**src/rtl/vga_timing_pkg.sv**
```systemverilog
// vga_timing_pkg
//   Shared constants for the VGA raster timing generator.
//   - Default 640x480@60 Hz timing (pixel ticks / lines).
//   - Derived totals and inclusive sync windows for the default timing.
//   - COORD_W: width of the DrawX/DrawY coordinate buses.
//   - sync_t: the {hs, vs, blank} bundle carried through the delay line.
package vga_timing_pkg;

  localparam int COORD_W = 10;

  localparam int DEF_H_VISIBLE  = 640;
  localparam int DEF_H_FRONT    = 16;
  localparam int DEF_H_SYNC     = 96;
  localparam int DEF_H_BACK     = 48;
  localparam int DEF_V_VISIBLE  = 480;
  localparam int DEF_V_FRONT    = 10;
  localparam int DEF_V_SYNC     = 2;
  localparam int DEF_V_BACK     = 33;
  localparam int DEF_PIX_DIV    = 2;
  localparam int DEF_PIPE_DELAY = 1;

  localparam int H_TOTAL      = DEF_H_VISIBLE + DEF_H_FRONT + DEF_H_SYNC + DEF_H_BACK;
  localparam int V_TOTAL      = DEF_V_VISIBLE + DEF_V_FRONT + DEF_V_SYNC + DEF_V_BACK;
  // Sync windows are inclusive: [START, END].
  localparam int H_SYNC_START = DEF_H_VISIBLE + DEF_H_FRONT;
  localparam int H_SYNC_END   = H_SYNC_START + DEF_H_SYNC - 1;
  localparam int V_SYNC_START = DEF_V_VISIBLE + DEF_V_FRONT;
  localparam int V_SYNC_END   = V_SYNC_START + DEF_V_SYNC - 1;

  typedef struct packed {
    logic hs;
    logic vs;
    logic blank;
  } sync_t;

  // Idle level of the delayed outputs: syncs inactive (high), blanked.
  localparam sync_t SYNC_RESET = '{hs: 1'b1, vs: 1'b1, blank: 1'b1};

endpackage

```
**src/rtl/vga_timing_gen_sync_delay_line.sv**
```systemverilog
// sync_delay_line
//   Enable-gated shift register, DEPTH stages of WIDTH bits, used to line
//   up hs/vs/blank with the colour pipeline. DEPTH=0 is a plain wire.
// Ports:
//   clk, rst_n : clock, asynchronous active-low reset (stages -> RESET_VAL)
//   en         : shift enable (one pixel tick)
//   din        : value entering stage 0
//   dout       : value leaving the last stage
module sync_delay_line #(
  parameter int               WIDTH     = 3,
  parameter int               DEPTH     = 1,
  parameter logic [WIDTH-1:0] RESET_VAL = '1
) (
  input  logic             clk,
  input  logic             rst_n,
  input  logic             en,
  input  logic [WIDTH-1:0] din,
  output logic [WIDTH-1:0] dout
);

  generate
    if (DEPTH == 0) begin : g_wire
      // Clock, reset and enable have no function without storage.
      logic unused_ctrl;
      assign unused_ctrl = clk ^ rst_n ^ en;
      assign dout = din;
    end else begin : g_shift
      logic [WIDTH-1:0] stage_q [DEPTH];

      always_ff @(posedge clk or negedge rst_n) begin
        if (!rst_n) begin
          for (int i = 0; i < DEPTH; i++) stage_q[i] <= RESET_VAL;
        end else if (en) begin
          stage_q[0] <= din;
          for (int i = 1; i < DEPTH; i++) stage_q[i] <= stage_q[i-1];
        end
      end

      assign dout = stage_q[DEPTH-1];
    end
  endgenerate

endmodule

```
**src/rtl/vga_timing_gen.sv**
```systemverilog
// vga_timing_gen
//   VGA raster timing from the system clock: pixel-tick divider, horizontal
//   and vertical counters, sync/blank decode with a pipeline delay to match
//   the colour mapper, and a once-per-frame pulse plus frame counter.
// Ports:
//   Clk, Reset_n : system clock, asynchronous active-low reset
//   pix_en       : one-Clk pixel-tick strobe
//   DrawX, DrawY : current raster position (undelayed, not clamped)
//   hs, vs       : active-low syncs, delayed PIPE_DELAY ticks
//   blank        : 1 outside the visible area, delayed PIPE_DELAY ticks
//   frame_start  : one-Clk pulse on the tick of the last visible pixel
//   frame_count  : frames completed since reset (wraps)
//
// Strobe semantics: pix_en is a free-running strobe with no back-pressure.
// Every registered raster value (DrawX/DrawY, delay stages, frame_count)
// changes only on the Clk edge that samples pix_en=1, so consumers sample
// on that same edge and see values held for PIX_DIV cycles.
module vga_timing_gen
  import vga_timing_pkg::*;
#(
  parameter int H_VISIBLE  = DEF_H_VISIBLE,
  parameter int H_FRONT    = DEF_H_FRONT,
  parameter int H_SYNC     = DEF_H_SYNC,
  parameter int H_BACK     = DEF_H_BACK,
  parameter int V_VISIBLE  = DEF_V_VISIBLE,
  parameter int V_FRONT    = DEF_V_FRONT,
  parameter int V_SYNC     = DEF_V_SYNC,
  parameter int V_BACK     = DEF_V_BACK,
  parameter int PIX_DIV    = DEF_PIX_DIV,
  parameter int PIPE_DELAY = DEF_PIPE_DELAY
) (
  input  logic               Clk,
  input  logic               Reset_n,
  output logic               pix_en,
  output logic [COORD_W-1:0] DrawX,
  output logic [COORD_W-1:0] DrawY,
  output logic               hs,
  output logic               vs,
  output logic               blank,
  output logic               frame_start,
  output logic [15:0]        frame_count
);

  localparam int DIV_W = (PIX_DIV > 1) ? $clog2(PIX_DIV) : 1;
  localparam logic [DIV_W-1:0] DIV_LAST = DIV_W'(PIX_DIV - 1);

  localparam logic [COORD_W-1:0] H_LAST     = COORD_W'(H_VISIBLE + H_FRONT + H_SYNC + H_BACK - 1);
  localparam logic [COORD_W-1:0] V_LAST     = COORD_W'(V_VISIBLE + V_FRONT + V_SYNC + V_BACK - 1);
  localparam logic [COORD_W-1:0] HS_FIRST   = COORD_W'(H_VISIBLE + H_FRONT);
  localparam logic [COORD_W-1:0] HS_LAST    = COORD_W'(H_VISIBLE + H_FRONT + H_SYNC - 1);
  localparam logic [COORD_W-1:0] VS_FIRST   = COORD_W'(V_VISIBLE + V_FRONT);
  localparam logic [COORD_W-1:0] VS_LAST    = COORD_W'(V_VISIBLE + V_FRONT + V_SYNC - 1);
  localparam logic [COORD_W-1:0] X_VIS      = COORD_W'(H_VISIBLE);
  localparam logic [COORD_W-1:0] Y_VIS      = COORD_W'(V_VISIBLE);
  localparam logic [COORD_W-1:0] X_LAST_VIS = COORD_W'(H_VISIBLE - 1);
  localparam logic [COORD_W-1:0] Y_LAST_VIS = COORD_W'(V_VISIBLE - 1);

  logic [DIV_W-1:0]   div_q;
  logic [DIV_W-1:0]   div_next;
  logic               pix_en_q;
  logic [COORD_W-1:0] hc_q;
  logic [COORD_W-1:0] vc_q;
  logic [15:0]        frame_cnt;
  sync_t              raw;
  sync_t              dly;

  // Divider. pix_en is registered from the next divider value so it is low
  // in reset and high exactly while the divider sits at PIX_DIV-1; with
  // PIX_DIV=1 the divider is stuck at 0 and pix_en stays high after reset.
  assign div_next = (div_q == DIV_LAST) ? '0 : div_q + DIV_W'(1);

  always_ff @(posedge Clk or negedge Reset_n) begin
    if (!Reset_n) begin
      div_q    <= '0;
      pix_en_q <= 1'b0;
    end else begin
      div_q    <= div_next;
      pix_en_q <= (div_next == DIV_LAST);
    end
  end

  // Raster counters.
  always_ff @(posedge Clk or negedge Reset_n) begin
    if (!Reset_n) begin
      hc_q <= '0;
      vc_q <= '0;
    end else if (pix_en_q) begin
      if (hc_q == H_LAST) begin
        hc_q <= '0;
        vc_q <= (vc_q == V_LAST) ? '0 : vc_q + COORD_W'(1);
      end else begin
        hc_q <= hc_q + COORD_W'(1);
      end
    end
  end

  // Raw sync/blank for the pixel currently on DrawX/DrawY.
  always_comb begin
    raw       = SYNC_RESET;
    raw.hs    = !((hc_q >= HS_FIRST) && (hc_q <= HS_LAST));
    raw.vs    = !((vc_q >= VS_FIRST) && (vc_q <= VS_LAST));
    raw.blank = (hc_q >= X_VIS) || (vc_q >= Y_VIS);
  end

  sync_delay_line #(
    .WIDTH     (3),
    .DEPTH     (PIPE_DELAY),
    .RESET_VAL (SYNC_RESET)
  ) u_sync_delay (
    .clk   (Clk),
    .rst_n (Reset_n),
    .en    (pix_en_q),
    .din   (raw),
    .dout  (dly)
  );

  // Frame pulse is decoded from registers; the counter takes it on the same
  // edge that moves the raster off the last visible pixel.
  assign frame_start = pix_en_q && (hc_q == X_LAST_VIS) && (vc_q == Y_LAST_VIS);

  always_ff @(posedge Clk or negedge Reset_n) begin
    if (!Reset_n) begin
      frame_cnt <= '0;
    end else if (frame_start) begin
      frame_cnt <= frame_cnt + 16'd1;
    end
  end

  assign pix_en      = pix_en_q;
  assign DrawX       = hc_q;
  assign DrawY       = vc_q;
  assign hs          = dly.hs;
  assign vs          = dly.vs;
  assign blank       = dly.blank;
  assign frame_count = frame_cnt;

endmodule

```
**config.mk**
```make
export PLATFORM = sky130hd
export DESIGN_NAME = vga_timing_gen
export DESIGN_NICKNAME = d
export VERILOG_FILES = /design/src/rtl/vga_timing_pkg.sv /design/src/rtl/vga_timing_gen_sync_delay_line.sv /design/src/rtl/vga_timing_gen.sv
export SDC_FILE = /design/constraint.sdc
export NUM_CORES = 1
export LEC_CHECK = 0
export ABC_AREA = 1
export ABC_CLOCK_PERIOD_IN_PS = 2820
export CORE_UTILIZATION = 57
export CTS_CLUSTER_SIZE = 28
export DETAILED_ROUTE_END_ITERATION = 8
export PLACE_DENSITY_LB_ADDON = 0.1
export SYNTH_ARGS = -nofsm -noshare
export SYNTH_HDL_FRONTEND = slang
export SYNTH_HIERARCHICAL = 1
export SYNTH_SLANG_ARGS = --single-unit
```
**constraint.sdc**
```tcl
create_clock -name Clk -period 2.82 [get_ports Clk]
set_input_delay 0.564 -clock Clk [delete_from_list [all_inputs] [get_ports Clk]]
set_output_delay 0.564 -clock Clk [all_outputs]
set_load 0.02 [all_outputs]
```
======== Yosys cells after proc, flatten, opt, wreduce, memory -nomap -nowiden ========
Index checks and enable logic that the tools add are counted.
word-level totals
  input bits .............................. 2
  register bits after elaboration ......... 40
  output and inout port bits .............. 41
cells by class
  multiplexer cells ....................... 3
  equal/unequal tests ..................... 4
  magnitude comparators ................... 6
  $add $sub $neg .......................... 4
  reduce and logical (&&, ||, !) cells .... 8
operator list
  operator                                               number
  equality test 10 bit (second input constant)           3
  adder 10 x 1 -> 10 bit (second input constant)         2
  >= comparator 10 bit (second input constant)           2
  >= comparator 10 x 9 -> 1 bit (second input constant)  2
  2-to-1 mux 10 bit                                      2
  adder 16 x 1 -> 16 bit (second input constant)         1
  equality test 10 x 9 -> 1 bit (second input constant)  1
  <= comparator 10 bit (second input constant)           1
  <= comparator 10 x 9 -> 1 bit (second input constant)  1
  logical AND 1 bit                                      4
  logical NOT 1 bit                                      2
  AND reduction 2 bit                                    1
  adder 1 bit (second input constant)                    1
  logical OR 1 bit                                       1
  2-to-1 mux 1 bit                                       1

======== Depth between registers and ports, before layout ========
Gate-level depths: netlist of the first run.
  depth after elaboration ................. 3
  depth in mapped cells ................... 8

======== Cells and area by module ========
The synthesis of the first run kept the hierarchy.
by module, submodules not included
  module           instances  area each (um^2)  seq. area each (um^2)  cells each
  vga_timing_gen   1          2351.0            925.9                  328
  sync_delay_line  1          116.4             78.8                   13

======== Worst setup path after synthesis of the first run ========
No wires, ideal clock.
  path type ............................... register to output
  from .................................... register vc_q[1] (netlist: DrawY[1])
  to ...................................... output port frame_start
  path buffers ............................ 0
  slack ................................... 881 ps
  arrival ................................. 1375 ps
  cell stages (with the launch flop) ...... 6
  cell sequence ........................... dfrtp_1 -> ha_1 -> inv_1 -> nor2_8 -> nand2_1 -> nor2_1
between the ends
  cells in the longest elaborated chain, start to end .. 2
ends and longest elaborated chain
  what                           RTL line               text
  start: declaration             vga_timing_gen.sv:62   logic [COORD_W-1:0] vc_q;
  start signal: assignment       vga_timing_gen.sv:90   vc_q <= (vc_q == V_LAST) ? '0 : vc_q + COORD_W'(1);
  equality test 10 x 9 -> 1 bit  vga_timing_gen.sv:119  assign frame_start = pix_en_q && (hc_q == X_LAST_VIS) && (vc_q == Y_LAST_VIS);
  logical AND 1 bit              vga_timing_gen.sv:119
  end: declaration               vga_timing_gen.sv:40   output logic frame_start,
No other way between the ends.

======== Worst setup path in the final report of the first run ========
Same ends and word-level chain as after synthesis.

==> run_results.csv, run 1 <==
group,metric,value,unit
timing,setup_tns,0,ps
worst_setup_path,cp_cell_sequence,"ha_1 > inv_1 > nor2_8 > nand2_1 > nor2_1 > clkdlybuf4s50_1",
routing,routedWlPerCell,12.9,um
status,run_status,"complete, no violations",
synthesis,synth_fa_ha_area_share,3.04,%
worst_setup_path,worst-path-max-fanout,7,
placed_design,dp_hpwl,4030,um
final_layout,register_area,1000,um^2
clock_network,cts.clk_slew.worst_paths,90,ps
synthesis,synth-xor-area-share,4.61,%
final_layout,final_layout_size_suffix_gt1_share,5.70,%
global_route,antenna_found_initial,0,
placed_design,place_area,2910,um^2
synthesis,yosysTopAreaCell,"dfrtp_1",
worst_setup_path,critPathArrivalTime,2070,ps
floorplanning,core,4090,um^2
synthesis,synth_seq_cells,40,
final_layout,nNetsFinal,393,
pwr,leakage,1.46,nW
worst_setup_path,cp_top_family,"buffers and inverters",
synthesis,synth_top_family_by_area,"simple AND/OR/NAND/NOR gates",
routing,postRouteAntennaNets,0,
clock_network,ctsResizeCount,0,
synthesis,netlist_top_cells_area,"dfrtp_1 (38%), nand2_1 (17%), nor2_1 (5.9%)",
global_route,first_global_vias,2139,
routing,firstDrtPassIters,4,
synthesis,synth_ff_type,"dfrtp_1",
final_layout,final_area,3000,um^2
floorplanning,die_w,67.8,um
worst_setup_path,timing.rr.start,"DrawX[7]$_DFFE_PN0P_",
global_route,grt_usage,27.2,%
routing,wl_met3,327,um
final_layout,nFillCells,344,
routing,wl_met1,2430,um
worst_setup_path,crit_buf_inv,2,
floorplanning,die_area,4600,um^2
synthesis,synth_edf_count,0,
synthesis,yosysMostFrequentCell,"nand2_1",
timing,fin_hold_ws,374,ps
placed_design,dp.cells,428,
synthesis,post_synth.cell_area_avg,7.24,um^2
synthesis,synth_nets,349,
clock_network,clk_latency,300,ps
synthesis,yosysTopAreaCellShare,37.5,%
clock_network,cts_hold_buf,0,
routing,drtIter0Drc,120,
timing,worst_pin_slew,873,ps
worst_setup_path,crit_type,"register to output port",
timing,drv_slew,0,
final_layout,instances_no_fill,436,
worst_setup_path,cp-end-kind,"output port",
timing,fin_crit_sh,93.5,%
floorplanning,ios,43,
synthesis,syn_area,2470,um^2
clock_network,numClockSinks,40,
global_route,grt_max_degree,41,
synthesis,syn_inst,341,
clock_network,cts_tree,"done",
worst_setup_path,worstSetupStartpointType,"register",
timing,finClkSkew,11.4,ps
final_layout,num_antenna_cells,0,
worst_setup_path,critPathLaunch,"DrawY[1]$_DFFE_PN0P_",
global_route,overflow,0,
floorplanning,start_util,60.4,%
pwr,irDropWorstVdd,272,uV
routing,avgViaCountPerCell,5.40,
worst_setup_path,cpMaxStageDelayCell,"clkdlybuf4s50_1",
placed_design,gp_congestion,0.935,
final_layout,post-route-util,73.3,%
timing,grt_setup_unrepaired,"no",
synthesis,ys_warn_count,6,
synthesis,synth_compound_gate_area_share,7.35,%
hold_path,hold_path_class,"primary input to asynchronous set/reset pin",
global_route,grt_pass1_wl,9200,um
synthesis,yosysSeqAreaShare,40.7,%
clock_network,cts.path.max_buffers,2,
floorplanning,rows,23,
placed_design,io_buffers,42,
floorplanning,die_h,67.8,um
job,maxCapViolCount,0,
final_layout,area_delta_synth_final,21.5,%
pwr,power,0.970,mW
timing,final.min_clock_period,2640,ps
placed_design,preCtsSetupSlack,502,ps
clock_network,cts_buffers,5,
routing,dr_total_vias,2356,
clock_network,post-cts-setup-buffers,0,
synthesis,ys_types,29,
routing,highest_layer,"met4",
routing,route.met2.wl,2740,um
timing,setup_viol,0,
final_layout,multi_input_area,1270,um^2
synthesis,synthArstFlopShare,100,%
clock_network,ctsHtreeMaxLevel,2,
routing,drc_errors,0,
timing,fin_ws,184,ps
timing,fmax,379,MHz
synthesis,synth_commonest_cells,"nand2_1 (110), nor2_1 (39), dfrtp_1 (37), inv_1 (37), o21ai_0 (27)",
synthesis,synthMuxAreaShare,0,%
worst_setup_path,critPathRequiredTime,2260,ps
routing,drt-total-wl,5630,um
synthesis,yosys.area_share.simple,36.6,%
worst_setup_path,critPathMaxStageDelay,610,ps
timing,hold_viol_final,0,
pwr,powerDensity,324,nW/um^2
timing,slew_headroom,41.8,%
clock_network,cts_root_buffer,"clkbuf_8",
==> cell type report <==
cell class                 count  area share [%]
inverter                      39            4.89
multi-input combinational    256            42.5
sequential                    40            33.5
clock inverter                 3           0.626
tap                           50            2.09
timing repair buffer          43            14.1
clock buffer                   5            2.30
==> kinds of logic after synthesis <==
| kind of cell | count (synthesis) |
|---|---|
| buffers and inverters | 45 |
| AND/OR/NAND/NOR | 202 |
| flip-flops | 40 |
| adder cells (fa/ha/maj) | 6 |
| XOR/XNOR | 13 |
| AO/OA/AOI/OAI | 35 |
==> worst register-to-register path: stages (launching register included) <==
cell and delay [ps]:
dfrtp_1 460, inv_1 140, nand2_1 70, nor2_1 200, nand3_1 170, nor2_1 570, inv_1 170, nand2_1 100
nand2_1 60
==> state kept, by name (all words and copies together), names as in the netlist <==
name / flops
frame_count: 16
DrawX: 10
u_sync_delay/dout: 3
DrawY: 10
pix_en: 1
==> final timing paths <==
check	endpoint	slack (ps)	cells after the start
min in group Clk	u_sync_delay/dout[0]$_DFFE_PN1P_	480	2
worst max register to register	DrawY[2]$_DFFE_PN0P_	790	8
worst max-delay path	frame_start	180	6
worst min-delay path	frame_count[5]$_DFFE_PN0P_	370	1
worst min register to register	u_sync_delay/dout[0]$_DFFE_PN1P_	480	2
max in group asynchronous	DrawY[1]$_DFFE_PN0P_	1890	1
==> layer usage <==
layer | global-route usage (%) | up-vias
met2 | 45.7 | 76
met4 | 12.0 | 0
met3 | 7.43 | 11
met1 | 32.3 | 1083
met5 | 0 | -
li1 | - | 1186
==> report_power, final <==
| part | total [mW] | switching [mW] | internal, mW |
|---|---|---|---|
| Clock | 0.386 | 0.213 | 0.173 |
| Sequential | 0.573 | 0 | 0.573 |
| Combinational | 0.0110 | 0.0105 | 0.000501 |
==> layout by cell type, fill, tap and decap left out, types with 2 or more instances in the layout <==
cell type	Yosys	layout
ha_1	6	6
clkinv_2	0	2
clkbuf_8	1	5
o21ai_0	27	27
dfrtp_1	37	37
nor2_1	39	39
xor2_1	10	10
nor3_1	7	7
nand4_1	14	14
nand3_1	24	24
nand2_1	110	110
xnor2_1	3	3
dfstp_2	3	3
inv_2	2	2
inv_1	37	37
clkdlybuf4s50_1	0	41
a21oi_1	6	6
Power figures use the tool's default switching activity.
==> inputs of run 2 (changes only) <==
--- a/config.mk
+++ b/config.mk
@@ -6,10 +6,10 @@
 export NUM_CORES = 1
 export LEC_CHECK = 0
 export ABC_AREA = 1
-export ABC_CLOCK_PERIOD_IN_PS = 2820
 export CORE_UTILIZATION = 57
 export CTS_CLUSTER_SIZE = 28
 export DETAILED_ROUTE_END_ITERATION = 8
+export GPL_TIMING_DRIVEN = 1
 export PLACE_DENSITY_LB_ADDON = 0.1
 export SYNTH_ARGS = -nofsm -noshare
 export SYNTH_HDL_FRONTEND = slang
==> results of run 2 <==
Same layout as run 1: the final DEF is identical, and so are final timing and power.
==> inputs of run 3 (changes only) <==
--- a/config.mk
+++ b/config.mk
@@ -6,7 +6,7 @@
 export NUM_CORES = 1
 export LEC_CHECK = 0
 export ABC_AREA = 1
-export CORE_UTILIZATION = 57
+export CORE_UTILIZATION = 53
 export CTS_CLUSTER_SIZE = 28
 export DETAILED_ROUTE_END_ITERATION = 8
 export GPL_TIMING_DRIVEN = 1
@@ -15,3 +15,4 @@
 export SYNTH_HDL_FRONTEND = slang
 export SYNTH_HIERARCHICAL = 1
 export SYNTH_SLANG_ARGS = --single-unit
+export TNS_END_PERCENT = 100
==> constraint.sdc (replaced) <==
create_clock -name Clk -period 2.7 [get_ports Clk]
set_input_delay 0.54 -clock Clk [delete_from_list [all_inputs] [get_ports Clk]]
set_output_delay 0.54 -clock Clk [all_outputs]
set_load 0.02 [all_outputs]
==> run_results.csv, run 3 (synthesis gave the netlist of run 1 again) <==
group,metric,value,unit
clock_network,cts_buffers,5,
clock_network,post-cts-setup-buffers,0,
clock_network,cts.clk_slew.worst_paths,80,ps
timing,setup_viol,0,
worst_setup_path,rrSetupSlack,690,ps
worst_setup_path,worst-path-max-fanout,6,
global_route,antenna_found_initial,0,
floorplanning,rows,24,
final_layout,num_antenna_cells,0,
clock_network,cts_tree,"done",
timing,fin_crit_sh,80.6,%
clock_network,ctsHtreeMaxLevel,2,
timing,worst_pin_slew,888,ps
job,maxCapViolCount,0,
timing,hold_viol_final,0,
placed_design,preCtsSetupSlack,420,ps
worst_setup_path,critPathRequiredTime,2160,ps
placed_design,dp_hpwl,4040,um
worst_setup_path,critPathArrivalTime,1640,ps
timing,fmax,459,MHz
floorplanning,die_area,4930,um^2
routing,postRouteAntennaNets,0,
final_layout,instances_no_fill,439,
final_layout,post-route-util,68.8,%
hold_path,hold_path_class,"primary input to asynchronous set/reset pin",
routing,firstDrtPassIters,7,
global_route,met2_usage,41.5,%
pwr,power,1.09,mW
floorplanning,die_w,70.2,um
timing,slew_headroom,40.8,%
timing,fin_ws,523,ps
global_route,grt_usage,23.7,%
clock_network,cts_root_buffer,"clkbuf_8",
timing,finClkSkew,12.5,ps
final_layout,largest_reg_flops,16,
clock_network,cts.path.max_buffers,2,
routing,drt-total-wl,5560,um
worst_setup_path,timing.rr.start,"DrawX[1]$_DFFE_PN0P_",
clock_network,clk_latency,290,ps
clock_network,numClockSinks,40,
routing,drtIter0Drc,105,
pwr,powerDensity,360,nW/um^2
worst_setup_path,reg2reg_to,"DrawY[3]$_DFFE_PN0P_",
worst_setup_path,cp-end-kind,"output port",
status,run_status,"complete, no violations",
placed_design,dp.cells,431,
worst_setup_path,r2r_cells,8,
global_route,grt_pass1_wl,9430,um
global_route,grtUsageMet3,4.76,%
timing,drv_slew,0,
final_layout,final_layout_size_suffix_gt1_share,6.20,%
final_layout,layout_commonest_cell,"nand2_1",
final_layout,area_delta_synth_final,23.0,%
final_layout,mostFrequentLayoutCells,"nand2_1 (110), clkdlybuf4s50_1 (40), nor2_1 (39)",
placed_design,gp_congestion,0.925,
global_route,first_global_vias,2135,
final_layout,final_area,3040,um^2
routing,dr_total_vias,2323,
routing,avgViaCountPerCell,5.29,
global_route,grt_max_degree,41,
floorplanning,start_util,55.9,%
placed_design,io_buffers,42,
worst_setup_path,worstSetupStartpointType,"register",
global_route,use_met1,29.3,%
routing,routedWlPerCell,12.7,um
timing,final.min_clock_period,2180,ps
routing,drc_errors,0,
floorplanning,ios,43,
placed_design,place_area,2920,um^2
floorplanning,die_h,70.2,um
pwr,leakage,1.49,nW
final_layout,nNetsFinal,394,
worst_setup_path,crit_type,"register to output port",
timing,grt_setup_unrepaired,"no",
global_route,top_usage_layer,"met2",
floorplanning,core,4410,um^2
global_route,overflow,0,
timing,setup_tns,0,ps
pwr,irDropWorstVdd,279,uV
timing,fin_hold_ws,360,ps
[run 3: cell types whose count changed in the layout (fill, tap and decap cells not counted), sizes merged]
cell / before / now
buf: 2 / 3
bufinv: 0 / 1
dlymetal6s2s: 0 / 1
clkbuf: 5 / 6
clkdlybuf4s50: 41 / 40
clkinv: 3 / 1
[run 3: repair_timing]
| action | in CTS | in global routing |
|---|---|---|
| hold buffers | 0 | 0 |
| setup endpoints to repair | 0 | 1 |
| resized for setup | 0 | 3 |
[run 3: area by class of cell]
cell class	count	area [um^2]
clock buffer	6	72.6
clock inverter	2	35.0
fill	395	1380
inverter	39	146
multi-input combinational	256	1280
sequential	40	1010
tap	52	65.1
timing repair buffer	44	433
[run 3: worst max-delay path by stage]
stage                              start  slack (ps)  cells after the start     endpoint
global placement    DrawY[1]$_DFFE_PN0P_         430                      6  frame_start
CTS                 DrawY[1]$_DFFE_PN0P_          80                      6  frame_start
detailed placement  DrawY[1]$_DFFE_PN0P_         420                      6  frame_start
global route        DrawY[0]$_DFFE_PN0P_         380                      6  frame_start
finish              DrawY[0]$_DFFE_PN0P_         520                      6  frame_start
floorplan           DrawY[1]$_DFFE_PN0P_         790                      5  frame_start
[run 3: worst max-delay path, cell delays in order, from the launching register on]
cell and delay (ps):
dfrtp_1 430, ha_1 210, inv_1 100, nor2_8 160, nand2_1 90, nor2_1 120, dlymetal6s2s_1 230
[run 3: per-layer routing]
metal  vias up  part of all wire, %
li1       1190                    -
met1      1066                   44
met2        59                   51
met3         8                  4.8
met4         0                  1.1
met5         -                    0
[run 3: where the power goes]
part	switching, mW	internal (mW)
clock	0.209	0.274
combinational	0.0112	0.000523
sequential	0	0.599
total	0.220	0.874
